<file path="src/rtl/dpll_frame_rx_pkg.sv">
// Shared definitions for the DPLL frame receiver: FSM state codes, parity modes
// and a constant-width helper.
package dpll_frame_rx_pkg;

    typedef enum logic [2:0] {
        ST_IDLE = 3'd0,
        ST_DATA = 3'd1,
        ST_PAR  = 3'd2,
        ST_STOP = 3'd3,
        ST_BRK  = 3'd4
    } rx_state_e;

    localparam int PAR_NONE = 0;
    localparam int PAR_ODD  = 1;
    localparam int PAR_EVEN = 2;

    function automatic int clog2(input int value);
        int r;
        r = 0;
        while ((1 << r) < value) r = r + 1;
        return r;
    endfunction

endpackage

</file>
<file path="src/rtl/dpll_frame_rx_fifo.sv">
// Synchronous first-word-fall-through FIFO holding received words with their
// error flags. Pointers carry one extra wrap bit to tell full from empty.
module frame_fifo
    import dpll_frame_rx_pkg::*;
#(
    parameter int WIDTH = 10,
    parameter int DEPTH = 4
) (
    input  logic             clk_i,
    input  logic             rst_i,
    input  logic             clr_i,
    input  logic             push_i,
    input  logic [WIDTH-1:0] din_i,
    input  logic             pop_i,
    output logic [WIDTH-1:0] dout_o,
    output logic             full_o,
    output logic             empty_o
);

    localparam int AW = clog2(DEPTH);

    logic [AW:0]      wptr_q, wptr_d;
    logic [AW:0]      rptr_q, rptr_d;
    logic [WIDTH-1:0] mem_q [DEPTH];
    logic             do_pop;
    logic             do_push;

    assign empty_o = (wptr_q == rptr_q);
    assign full_o  = (wptr_q[AW] != rptr_q[AW]) && (wptr_q[AW-1:0] == rptr_q[AW-1:0]);
    assign dout_o  = mem_q[rptr_q[AW-1:0]];

    // A pop frees the head slot in the same clk, so a full FIFO may accept a push then.
    assign do_pop  = pop_i & ~empty_o;
    assign do_push = push_i & (~full_o | do_pop);

    assign wptr_d = wptr_q + (AW + 1)'(do_push);
    assign rptr_d = rptr_q + (AW + 1)'(do_pop);

    always_ff @(posedge clk_i or posedge rst_i) begin
        if (rst_i) begin
            wptr_q <= '0;
            rptr_q <= '0;
        end else if (clr_i) begin
            wptr_q <= '0;
            rptr_q <= '0;
        end else begin
            wptr_q <= wptr_d;
            rptr_q <= rptr_d;
        end
    end

    always_ff @(posedge clk_i) begin
        if (do_push && !clr_i) mem_q[wptr_q[AW-1:0]] <= din_i;
    end

endmodule

</file>
<file path="src/rtl/dpll_frame_rx.sv">
// Async serial frame deserializer behind the DPLL bit-recovery stage: frames
// start/data/parity/stop bits on lock-qualified strobes and queues checked words.
module dpll_frame_rx
    import dpll_frame_rx_pkg::*;
#(
    parameter int DATA_BITS  = 8,
    parameter int PARITY     = PAR_NONE,
    parameter int STOP_BITS  = 1,
    parameter int FIFO_DEPTH = 4
) (
    input  logic                 clk_i,
    input  logic                 rst_i,
    input  logic                 clr_i,
    input  logic                 stb_i,
    input  logic                 dat_i,
    input  logic                 lock_i,
    input  logic                 rd_i,
    output logic                 rdy_o,
    output logic [DATA_BITS-1:0] dat_o,
    output logic                 perr_o,
    output logic                 ferr_o,
    output logic                 ovr_o,
    output logic                 busy_o
);

    if (DATA_BITS < 5 || DATA_BITS > 9) begin : g_bad_data_bits
        $error("dpll_frame_rx: DATA_BITS must be 5..9");
    end
    if (STOP_BITS < 1 || STOP_BITS > 2) begin : g_bad_stop_bits
        $error("dpll_frame_rx: STOP_BITS must be 1 or 2");
    end
    if (PARITY < PAR_NONE || PARITY > PAR_EVEN) begin : g_bad_parity
        $error("dpll_frame_rx: PARITY must be 0, 1 or 2");
    end
    if (FIFO_DEPTH < 2 || (FIFO_DEPTH & (FIFO_DEPTH - 1)) != 0) begin : g_bad_depth
        $error("dpll_frame_rx: FIFO_DEPTH must be a power of 2, >= 2");
    end

    localparam int          FW        = DATA_BITS + 2;
    localparam logic [3:0]  LAST_DATA = 4'(DATA_BITS - 1);
    localparam logic [3:0]  LAST_STOP = 4'(STOP_BITS - 1);
    localparam logic        PAR_EXP   = (PARITY == PAR_ODD);

    rx_state_e              state_q, state_d;
    logic [3:0]             cnt_q, cnt_d;
    logic [DATA_BITS-1:0]   sh_q, sh_d;
    logic                   pacc_q, pacc_d;
    logic                   perr_q, perr_d;
    logic                   ferr_q, ferr_d;
    logic                   push_q, push_d;
    logic [FW-1:0]          word_q, word_d;
    logic                   ovr_q, ovr_d;
    logic                   ferr_new;
    logic                   samp;

    logic [FW-1:0]          fifo_dout;
    logic                   fifo_full;
    logic                   fifo_empty;

    assign samp = stb_i & lock_i;

    always_comb begin
        state_d  = state_q;
        cnt_d    = cnt_q;
        sh_d     = sh_q;
        pacc_d   = pacc_q;
        perr_d   = perr_q;
        ferr_d   = ferr_q;
        push_d   = 1'b0;
        word_d   = word_q;
        ferr_new = ferr_q | ~dat_i;
        unique case (state_q)
            ST_IDLE: begin
                if (samp && !dat_i) begin
                    state_d = ST_DATA;
                    cnt_d   = '0;
                    pacc_d  = 1'b0;
                    perr_d  = 1'b0;
                    ferr_d  = 1'b0;
                end
            end
            ST_DATA: begin
                if (!lock_i) begin
                    state_d = ST_IDLE;
                end else if (stb_i) begin
                    sh_d   = {dat_i, sh_q[DATA_BITS-1:1]};
                    pacc_d = pacc_q ^ dat_i;
                    cnt_d  = cnt_q + 4'd1;
                    if (cnt_q == LAST_DATA) begin
                        cnt_d   = '0;
                        state_d = (PARITY != PAR_NONE) ? ST_PAR : ST_STOP;
                    end
                end
            end
            ST_PAR: begin
                if (!lock_i) begin
                    state_d = ST_IDLE;
                end else if (stb_i) begin
                    perr_d  = ((pacc_q ^ dat_i) != PAR_EXP);
                    state_d = ST_STOP;
                end
            end
            ST_STOP: begin
                if (!lock_i) begin
                    state_d = ST_IDLE;
                end else if (stb_i) begin
                    ferr_d = ferr_new;
                    cnt_d  = cnt_q + 4'd1;
                    if (cnt_q == LAST_STOP) begin
                        push_d  = 1'b1;
                        word_d  = {ferr_new, perr_q, sh_q};
                        cnt_d   = '0;
                        // A bad stop usually means a break; hold off re-framing until the line idles high.
                        state_d = ferr_new ? ST_BRK : ST_IDLE;
                    end
                end
            end
            ST_BRK: begin
                if (!lock_i || (stb_i && dat_i)) state_d = ST_IDLE;
            end
            default: state_d = ST_IDLE;
        endcase
    end

    assign ovr_d = ovr_q | (push_q & fifo_full & ~(rd_i & ~fifo_empty));

    always_ff @(posedge clk_i or posedge rst_i) begin
        if (rst_i) begin
            state_q <= ST_IDLE;
            cnt_q   <= '0;
            sh_q    <= '0;
            pacc_q  <= 1'b0;
            perr_q  <= 1'b0;
            ferr_q  <= 1'b0;
            push_q  <= 1'b0;
            word_q  <= '0;
            ovr_q   <= 1'b0;
        end else if (clr_i) begin
            state_q <= ST_IDLE;
            cnt_q   <= '0;
            sh_q    <= '0;
            pacc_q  <= 1'b0;
            perr_q  <= 1'b0;
            ferr_q  <= 1'b0;
            push_q  <= 1'b0;
            word_q  <= '0;
            ovr_q   <= 1'b0;
        end else begin
            state_q <= state_d;
            cnt_q   <= cnt_d;
            sh_q    <= sh_d;
            pacc_q  <= pacc_d;
            perr_q  <= perr_d;
            ferr_q  <= ferr_d;
            push_q  <= push_d;
            word_q  <= word_d;
            ovr_q   <= ovr_d;
        end
    end

    frame_fifo #(
        .WIDTH (FW),
        .DEPTH (FIFO_DEPTH)
    ) u_fifo (
        .clk_i   (clk_i),
        .rst_i   (rst_i),
        .clr_i   (clr_i),
        .push_i  (push_q),
        .din_i   (word_q),
        .pop_i   (rd_i),
        .dout_o  (fifo_dout),
        .full_o  (fifo_full),
        .empty_o (fifo_empty)
    );

    assign rdy_o                    = ~fifo_empty;
    assign {ferr_o, perr_o, dat_o}  = fifo_empty ? '0 : fifo_dout;
    assign ovr_o                    = ovr_q;
    assign busy_o                   = (state_q != ST_IDLE);

endmodule

</file>
<file path="config.mk">
export PLATFORM = sky130hd
export DESIGN_NAME = dpll_frame_rx
export DESIGN_NICKNAME = d
export VERILOG_FILES = /design/src/rtl/dpll_frame_rx_pkg.sv /design/src/rtl/dpll_frame_rx_fifo.sv /design/src/rtl/dpll_frame_rx.sv
export SDC_FILE = /design/constraint.sdc
export NUM_CORES = 1
export LEC_CHECK = 0
export CORE_UTILIZATION = 45
export DETAILED_ROUTE_END_ITERATION = 8
export DONT_BUFFER_PORTS = 1
export PLACE_DENSITY = 0.66
export SLEW_MARGIN = 20
export SYNTH_ARGS = -nofsm -noshare
export SYNTH_HDL_FRONTEND = slang
export SYNTH_SLANG_ARGS = --single-unit
export TNS_END_PERCENT = 50
</file>
<file path="constraint.sdc">
create_clock -name clk_i -period 4.1 [get_ports clk_i]
set_input_delay 0.615 -clock clk_i [delete_from_list [all_inputs] [get_ports clk_i]]
set_output_delay 0.615 -clock clk_i [all_outputs]
set_load 0.005 [all_outputs]
</file>
==> results.json, run 1 <==
{
  "synth.top_cell.area_share_pct": 35.5,
  "holdCritPathClass": "input pin to async pin",
  "yosysUniqueCellTypes": 51,
  "r2r_start": "u_fifo.rptr_q[0]$_DFF_PP0_",
  "drc_errors": 0,
  "period_share_pct": 61.4,
  "fmax_mhz": 397,
  "reg2reg_depth": 4,
  "p_per_area_nw_per_um2": 383,
  "grt_max_degree": 37,
  "num_rows": 31,
  "syn_area_um2": 3390,
  "ir_drop_uv": 165,
  "synth_top_family_by_area": "simple AND/OR/NAND/NOR gates",
  "clock_latency_ns": 0.35,
  "synth_edf_count": 40,
  "clock_path_buffers": 2,
  "ys_seq_area_share_pct": 62.1,
  "diodes": 0,
  "cts_buffers": 9,
  "rsz0062_at_grt": "false",
  "startpoint_type": "flip-flop",
  "drt_iter0_markers": 67,
  "synth_xor_area_share_pct": 1.81,
  "die_y_um": 88.8,
  "clkSinkCount": 76,
  "wl_um": 5380,
  "grt_pass1_vias": 1779,
  "gp_congestion": 0.775,
  "crit_fanout": 12,
  "postRouteAntennaNets": 0,
  "port-buffer-count": 0,
  "outcome": "completed",
  "synth_area_leaders": "edfxtp_1, dfrtp_1, mux4_2",
  "synth.largest_area_cell": "edfxtp_1",
  "crit_path_end": "dat_o[6]",
  "htreeDepth": 3,
  "num_vias": 1844,
  "ys_seq_elements": 76,
  "grt_pass1_wl_um": 9110,
  "dieArea_um2": 7880,
  "grt.total_usage_pct": 16.0,
  "worst-r2r-setup-slack_ns": 1.75,
  "path_class": "flip-flop to output port",
  "final_nets": 259,
  "synthesis.nets": 259,
  "leakagePower_nw": 1.52,
  "synth.yosys.warnings": 0,
  "startpoint": "u_fifo.rptr_q[0]$_DFF_PP0_",
  "synth_simple_gate_area_share_pct": 14.2,
  "initial_core_util_pct": 46.7,
  "dr.pass1.iters": 6,
  "synthTopCellsByCount": "edfxtp_1, dfrtp_1, nor2_1, nor2b_1, mux2i_1",
  "fillers": 656,
  "synth_most_common_cell": "edfxtp_1",
  "cp-end-kind": "output port",
  "slew_headroom_pct": 53.7,
  "synth_fa_ha_area_share_pct": 2.22,
  "antenna_found_initial": 0,
  "multi_input_area_um2": 1190,
  "finalSetupViolations": 0,
  "worstPathArrival_ns": 1.90,
  "fp.coreArea_um2": 7250,
  "seq_area_um2": 2100,
  "fin_skew_ns": 0.00529,
  "ctsResizeCount": 0,
  "final-max-slew-violation-count": 0,
  "synthArstFlopShare_pct": 47.4,
  "ios": 20,
  "drive_above_1_share_pct": 13.9,
  "worstReg2RegEnd": "u_fifo.mem_q[1][7]$_DFFE_PP_",
  "hold_buffers": 0,
  "clk_pin_slew_ns": 0.08,
  "cts_tree": "yes",
  "syn2layout_area_growth_pct": 7.65,
  "postCtsSetupBuffers": 0,
  "hpwl_um": 3600,
  "syn-mean-instance-area_um2": 13.8,
  "die_x_um": 88.8,
  "final_core_util_pct": 50.3,
  "root_buffer": "clkbuf_8",
  "tightest_slew_ns": 0.695,
  "synth_cells": 246,
  "synth_ff_type": "edfxtp_1",
  "worst_ep_required_time_ns": 3.48,
  "post-route-min-period_ns": 2.52,
  "synthMuxAreaShare_pct": 12.0,
  "cap_violations": 0,
  "synth_compound_area_share_pct": 4.95,
  "gr-total-overflow": 0,
  "hold_viol": 0,
  "wire_per_inst_um": 15.4,
  "setup_tns_ns": 0,
  "avgViaCountPerCell": 5.27
}
-- worst min path at each step --
stage / from / endpoint / slack (ns) / cells past startpoint
finish: rst_i / sh_q[1]$_DFFE_PP0P_ / 0.26 / 2
global route: rst_i / word_q[1]$_DFFE_PP0P_ / 0.28 / 2
CTS: rst_i / word_q[1]$_DFFE_PP0P_ / 0.26 / 2
detailed placement: perr_q$_DFFE_PP0P_ / perr_q$_DFFE_PP0P_ / 0.51 / 1
global placement: cnt_q[3]$_DFFE_PP0P_ / cnt_q[3]$_DFFE_PP0P_ / 0.50 / 1
floorplan: cnt_q[3]$_DFFE_PP0P_ / cnt_q[3]$_DFFE_PP0P_ / 0.46 / 1
-- flip-flops by register name (all words and copies together) (netlist names) --
register,cells
cnt_q,4
u_fifo.mem_q,40
u_fifo.wptr_q,3
u_fifo.rptr_q,3
word_q,10
state_q,3
sh_q,8
push_q,1
perr_q,1
ovr_o,1
pacc_q,1
ferr_q,1
-- cell families (layout without fill, tap and decap cells) --
kind of cell	count (synthesis)	in the layout
AOI/OAI and AO/OA	26	26
adders and majority gates	6	6
buffers and inverters	20	25
DFF	76	76
xor gates and xnor gates	7	7
muxes	28	28
and+or+nand+nor	83	83
-- per-layer routing --
metal | share of wire (%) | global-route usage [%]
met2 | 44 | 21.8
met5 | 0 | 0
met1 | 51 | 23.7
met3 | 2.9 | 3.92
met4 | 2.2 | 7.92
-- critical path, cell delays in order, from the launching register on --
cell and delay (ns):
dfrtp_1 0.80, mux4_2 0.60, nor2b_1 0.16
-- layout by cell type (no fill, tap or decap), types with 2 or more instances in the layout --
cell type  instances
edfxtp_1          40
dfrtp_1           36
nor2_1            25
nor2b_1           19
mux2i_1           17
mux4_2            10
clkbuf_8           9
inv_1              6
nand2_1            6
o21ai_0            6
ha_1               6
a21oi_1            5
nor3b_1            5
nand3b_1           4
xor2_1             4
and3b_1            3
nand3_1            3
nand2b_1           3
xnor2_1            3
buf_4              3
nor3_1             2
o21ai_1            2
a211oi_1           2
inv_6              2
clkinv_4           2
-- layout make-up --
class / instances / share of cell area [%]
Multi-Input combinational cell: 150 / 32.7
Clock inverter: 7 / 1.61
Timing Repair Buffer: 3 / 0.618
Inverter: 6 / 0.618
Sequential cell: 76 / 57.7
Tap cell: 99 / 3.40
Clock buffer: 9 / 3.40
-- metrics by stage --
stage / power, W / area, um2 / cells / hold WS [ns] / setup WS [ns]
final: 0.00140 / 3650 / 350 / 0.257 / 1.58
after floorplan: 0.000886 / 3390 / 246 / 0.461 / 1.81
after detailed placement: 0.000892 / 3460 / 334 / 0.512 / 1.71
after CTS: 0.00141 / 3650 / 350 / 0.264 / 1.54
after global routing: 0.00146 / 3650 / 350 / 0.281 / 1.40
after global placement: 0.000890 / 3460 / 334 / 0.496 / 1.81
-- report_power, final --
group           total, W  switching [W]  internal, W
registers       0.000815      0.0000124     0.000803
logic          0.0000593      0.0000350    0.0000243
clock network   0.000522       0.000293     0.000229
total            0.00140       0.000340      0.00106
Power figures use the tool's default switching activity.
==> inputs of run 2 (changes only) <==
ABC_AREA = 1   (was default)
PLACE_DENSITY = 0.68   (was 0.66)
clock period = 2.2 ns   (was 4.1 ns; I/O delays follow)
==> run 2 against run 1 <==
Count of clock-buffer cells in the layout unchanged. Largest cell class unchanged. Critical endpoint is now dat_o[4]. Flip-flop and latch count unchanged. Worst setup slack lost 1.3 ns. Register-to-register slack worse by 1.3 ns. Synthesized cell count grew 49%. Die area rose by 4.2%. Non-clock buffer count increased by 8. Power grew 110%. Critical path depth up 5.
==> results.json, run 2 <==
{
  "outcome": "completed",
  "path_class": "flip-flop to output port",
  "ir_drop_uv": 372,
  "gp_congestion": 0.883,
  "placed_cells": 463,
  "synth_ff_type": "edfxtp_1",
  "p_clk_share_pct": 32.8,
  "setup_tns_ns": 0,
  "htreeDepth": 3,
  "worst-r2r-setup-slack_ns": 0.45,
  "wl_met3_um": 286,
  "post-route-min-period_ns": 1.95,
  "synthTopCellsByCount": "nand2_1, inv_1, edfxtp_1, nor2_1, dfrtp_1",
  "cts_tree": "yes",
  "yosysUniqueCellTypes": 30,
  "postRouteAntennaNets": 0,
  "synth.yosys.warnings": 0,
  "power.total_w": 0.00295,
  "worstReg2RegEnd": "u_fifo.rptr_q[2]$_DFF_PP0_",
  "final_nets": 389,
  "slew_headroom_pct": 69.6,
  "synth.top_cell.area_share_pct": 34.0,
  "cts_buffers": 9,
  "antenna_found_initial": 0,
  "die_y_um": 90.6,
  "num_vias": 2422,
  "synth_cells": 366,
  "drc_errors": 0,
  "layout_commonest_cell": "nand2_1",
  "final_cell_mix": "nand2_1, inv_1, nor2_1, edfxtp_1, dfrtp_1",
  "syn-mean-instance-area_um2": 9.65,
  "hold_viol": 0,
  "final-max-slew-violation-count": 0,
  "clock_path_buffers": 2,
  "fin_skew_ns": 0.00454,
  "ys_seq_area_share_pct": 59.5,
  "synth_edf_count": 40,
  "synth.largest_area_cell": "edfxtp_1",
  "gr-total-overflow": 0,
  "syn2layout_area_growth_pct": 9.46,
  "ctsResizeCount": 0,
  "grt_pass1_vias": 2397,
  "wl_met2_um": 3150,
  "crit_fanout": 11,
  "wire_per_inst_um": 13.4,
  "worst_ep_required_time_ns": 1.87,
  "rsz0062_at_grt": "false",
  "tightest_slew_ns": 0.456,
  "period_share_pct": 88.8,
  "wl_um": 6420,
  "min_to": "u_fifo.rptr_q[2]$_DFF_PP0_",
  "fmax_mhz": 512,
  "grt_pass1_wl_um": 11100,
  "p_per_area_nw_per_um2": 763,
  "cp-end-kind": "output port",
  "worstPathArrival_ns": 1.62,
  "synth_area_leaders": "edfxtp_1, dfrtp_1, nand2_1",
  "hp-start": "clr_i",
  "dieArea_um2": 8200,
  "num_rows": 31,
  "hold_depth": 1,
  "dr.pass1.iters": 4,
  "drive_above_1_share_pct": 10.8,
  "fin_ws_ns": 0.246,
  "synthArstFlopShare_pct": 47.4,
  "finalSetupViolations": 0,
  "initial_core_util_pct": 47.7,
  "internal-power_w": 0.00207,
  "syn_area_um2": 3530,
  "holdCritPathClass": "input pin to flip-flop",
  "final-instance-count-excl-fill": 480,
  "combPwrFrac_pct": 14.5,
  "finalInstanceArea_um2": 3860,
  "placed_area_um2": 3670,
  "drt-met1-wl_um": 2920,
  "switching_share_pct": 29.6,
  "grt.total_usage_pct": 17.7,
  "r2r_start": "u_fifo.wptr_q[0]$_DFF_PP0_",
  "cap_violations": 0,
  "startpoint_type": "flip-flop",
  "ys_seq_elements": 76,
  "dp_slack_ns": 0.453,
  "seq_power_share_pct": 52.8,
  "hpwl_um": 4350,
  "p_sw_w": 0.000874,
  "fp.coreArea_um2": 7410,
  "clk_pin_slew_ns": 0.08,
  "root_buffer": "clkbuf_8",
  "ios": 20,
  "die_x_um": 90.6,
  "port-buffer-count": 0,
  "synth_most_common_cell": "nand2_1",
  "highest_layer": "met4",
  "clock_latency_ns": 0.34,
  "synthesis.nets": 379,
  "drt_iter0_markers": 136,
  "grt_max_degree": 37,
  "reg2reg_depth": 10,
  "diodes": 0,
  "leakagePower_nw": 1.79,
  "clkSinkCount": 76,
  "avgViaCountPerCell": 5.05,
  "largest_register_ffs": 40
}
[run 2: cell count changes in the layout (fill, tap and decap cells not counted), moves of 5 or more]
cell / previous run / this run
buf_4: 3 / 10
inv_1: 6 / 42
mux2i_1: 17 / 10
mux4_2: 10 / 0
nand2_1: 6 / 81
nand2_2: 0 / 6
nand3_1: 3 / 25
nor2_1: 25 / 40
nor2b_1: 19 / 0
o21ai_0: 6 / 25
o22ai_1: 1 / 10
o31ai_1: 1 / 6
[run 2: worst max-delay path: stages, from the launching register on]
cell,delay [ns]
dfrtp_1,0.42
inv_1,0.11
nand2_1,0.07
a21oi_1,0.25
nand2_1,0.11
buf_4,0.19
nand2_1,0.08
inv_1,0.05
[run 2: layer usage]
layer	track usage, %	vias to the layer above
met5	0	-
met2	29.7	50
li1	-	1231
met1	21.2	1137
met3	5.30	4
met4	6.85	0
[run 2: cell type report]
class                   instances  area, um2
multi-input cells             233       1200
clock inverters                 7       57.6
clock buffers                   9        124
repair buffers                 11       85.1
inverters                      45        169
fillers                       675       3540
flip-flops and latches         76       2100
well taps                      99        124
[run 2: metrics by stage]
stage | hold slack (ns) | utilization, %
floorplan | 0.436 | -
finish | 0.0496 | 52.2
global placement | 0.360 | 49.6
global route | 0.00998 | 52.2
detailed placement | 0.353 | 49.6
CTS | 0.0199 | 52.2
[run 2: how the worst max path moves through the flow]
stage / end / depth (start not counted) / start
6_report: dat_o[4] / 7 / u_fifo.wptr_q[0]$_DFF_PP0_
5_1_grt: dat_o[5] / 7 / u_fifo.wptr_q[0]$_DFF_PP0_
4_1_cts: dat_o[4] / 7 / u_fifo.wptr_q[0]$_DFF_PP0_
3_5_place_dp: u_fifo.rptr_q[2]$_DFF_PP0_ / 10 / u_fifo.wptr_q[0]$_DFF_PP0_
3_3_place_gp: u_fifo.rptr_q[2]$_DFF_PP0_ / 9 / u_fifo.wptr_q[1]$_DFF_PP0_
2_1_floorplan: u_fifo.rptr_q[2]$_DFF_PP0_ / 10 / u_fifo.rptr_q[1]$_DFF_PP0_
[run 2: timing repair]
action | 4_1_cts | 5_1_grt
buffers inserted | 0 | 0
hold endpoints to repair | 36 | 0
endpoints found under the setup margin | 0 | 0
hold buffers | 1 | 0
[run 2: cells by family after synthesis]
group	Yosys count	share of synthesized area (%)
simple gates	161	19.3
flops	76	59.5
buf+inv	57	6.38
compound gates	49	8.08
mux	10	2.83
xor+xnor	7	1.74
fa+ha+maj	6	2.13
[run 2: power by group through the flow]
stage          Sequential, W  Combinational [W]  Clock, W
3_5_place_dp         0.00158           0.000428         0
6_report             0.00155           0.000426  0.000966
3_3_place_gp         0.00158           0.000424         0
5_1_grt              0.00156           0.000501   0.00106
2_1_floorplan        0.00158           0.000350         0
4_1_cts              0.00155           0.000430  0.000999
==> inputs of run 3 (changes only) <==
ABC_AREA = default   (was 1)
==> run 3 against run 2 <==
Clock skew increased by 0.0017 ns. Largest power group unchanged. Register-to-register slack got worse by 0.30 ns. Cell count shrank 26%. Utilization fell by 1.1 points. Highest routed layer unchanged.
==> results.json, run 3 (synthesis gave the netlist of run 1 again) <==
{
  "die_y_um": 88.8,
  "startpoint_type": "flip-flop",
  "power.total_w": 0.00261,
  "num_vias": 1865,
  "die_x_um": 88.8,
  "fin_skew_ns": 0.00623,
  "port-buffer-count": 0,
  "cpPeakStageDelay_ns": 0.56,
  "gp_congestion": 0.734,
  "postCtsSetupBuffers": 0,
  "largest_register_ffs": 40,
  "layout_commonest_cell": "edfxtp_1",
  "dr.pass1.iters": 4,
  "root_buffer": "clkbuf_8",
  "grt_util_met2_pct": 25.0,
  "grt_max_degree": 37,
  "drc_errors": 0,
  "grt_use_met1_pct": 21.5,
  "rsz0062_at_grt": "false",
  "worst_ep_required_time_ns": 2.19,
  "finalSetupViolations": 0,
  "diodes": 0,
  "leakagePower_nw": 1.56,
  "slew_headroom_pct": 60.3,
  "num_rows": 31,
  "wl_um": 5560,
  "hpwl_um": 3540,
  "fmax_mhz": 487,
  "avgViaCountPerCell": 5.22,
  "hold_viol": 0,
  "syn2layout_area_growth_pct": 9.27,
  "wire_per_inst_um": 15.6,
  "htreeDepth": 3,
  "ir_drop_uv": 365,
  "fp.coreArea_um2": 7250,
  "grt.total_usage_pct": 16.1,
  "seq_area_um2": 2100,
  "fin_ws_ns": 0.147,
  "tightest_slew_ns": 0.594,
  "p_per_area_nw_per_um2": 707,
  "crit_fanout": 10,
  "grt_pass1_wl_um": 9340,
  "clk_pin_slew_ns": 0.08,
  "cts_tree": "yes",
  "cts_buffers": 9,
  "initial_core_util_pct": 46.7,
  "dieArea_um2": 7880,
  "fillers": 632,
  "post-route-min-period_ns": 2.05,
  "final_cell_mix": "edfxtp_1, dfrtp_1, nor2_1, nor2b_1, mux2i_1",
  "holdCritPathClass": "input pin to flip-flop",
  "cp-end-kind": "flip-flop",
  "grt.met3_usage_pct": 4.29,
  "ctsResizeCount": 0,
  "clock_path_buffers": 2,
  "ios": 20,
  "drt_iter0_markers": 77,
  "setup_tns_ns": 0,
  "final-max-slew-violation-count": 0,
  "gr-total-overflow": 0,
  "clock_latency_ns": 0.35,
  "clkSinkCount": 76,
  "outcome": "completed",
  "top_usage_layer": "met2",
  "path_class": "flip-flop to flip-flop",
  "dp_slack_ns": 0.187,
  "multi_input_area_um2": 1190,
  "grt_pass1_vias": 1833,
  "worstPathArrival_ns": 2.05,
  "cp_slowest_cell": "and3_1",
  "final_nets": 266,
  "cap_violations": 0,
  "drive_above_1_share_pct": 15.9,
  "worstPathCellList": "xor2_1 > nor4_1 > nor3b_1 > and3_1",
  "antenna_found_initial": 0,
  "period_share_pct": 93.3,
  "postRouteAntennaNets": 0
}
==> run 3: changes by cell type in the layout (fill, tap and decap cells not counted), moves of 4 or more <==
| cell | before | now |
|---|---|---|
| o21ai_0 | 25 | 6 |
| o31ai_1 | 6 | 1 |
| nor2b_1 | 0 | 19 |
| nand2_1 | 81 | 6 |
| nor3b_1 | 1 | 5 |
| mux4_2 | 0 | 10 |
| inv_1 | 42 | 6 |
| mux2i_1 | 10 | 17 |
| o22ai_1 | 10 | 1 |
| nand3_1 | 25 | 3 |
| nor2_1 | 40 | 25 |
| nand2_2 | 6 | 0 |
==> run 3: final cells by class <==
class / instances / area share [%]
sequential: 76 / 56.8
multi-input combinational: 150 / 32.2
clock buffer: 9 / 3.35
tap: 99 / 3.35
timing repair buffer: 10 / 2.10
clock inverter: 7 / 1.59
inverter: 6 / 0.609
==> run 3: final timing paths <==
path	depth (start not counted)	end	slack (ns)	startpoint
worst max-delay path	4	u_fifo.mem_q[3][3]$_DFFE_PP_	0.15	u_fifo.wptr_q[1]$_DFF_PP0_
worst min-delay path	1	u_fifo.rptr_q[2]$_DFF_PP0_	0.04	clr_i
worst max register to register	4	u_fifo.mem_q[3][3]$_DFFE_PP_	0.15	u_fifo.wptr_q[1]$_DFF_PP0_
worst min register to register	1	cnt_q[3]$_DFFE_PP0P_	0.50	cnt_q[3]$_DFFE_PP0P_
max in group asynchronous	3	u_fifo.rptr_q[0]$_DFF_PP0_	1.36	rst_i
min in group asynchronous	3	word_q[2]$_DFFE_PP0P_	0.52	rst_i
==> run 3: repair_timing <==
item	in CTS	in global routing
hold buffers	1	0
setup endpoints to repair	0	0
hold endpoints to repair	36	0
==> run 3: critical path: cells and delay by family, from the launching register on <==
| family | cells | cell delay (ns) |
|---|---|---|
| DFF | 1 | 0.45 |
| and+or+nand+nor | 3 | 1.04 |
| xor gates and xnor gates | 1 | 0.22 |
==> run 3: through the flow <==
stage / util, % / instances / hold WS (ns) / cell area [um2]
3_5_place_dp: 48.4 / 340 / 0.357 / 3510
5_1_grt: 51.0 / 357 / 0.0172 / 3700
2_1_floorplan: - / 246 / 0.461 / 3390
3_3_place_gp: 48.4 / 340 / 0.361 / 3510
4_1_cts: 51.0 / 357 / 0.0244 / 3700
6_report: 51.0 / 357 / 0.0385 / 3700
==> run 3: layer usage <==
metal  vias up  part of all wire (%)
li1        910                     -
met1       921                    48
met2        25                    47
met3         9                   2.7
met4         0                   1.8
met5         -                     0
==> run 3: power breakdown <==
group / switching (W) / total, W / leakage [nW] / internal (W)
logic: 0.0000657 / 0.000112 / 0.602 / 0.0000464
clock network: 0.000556 / 0.000982 / 0.0921 / 0.000427
registers: 0.0000237 / 0.00152 / 0.866 / 0.00150
total: 0.000645 / 0.00261 / 1.56 / 0.00197
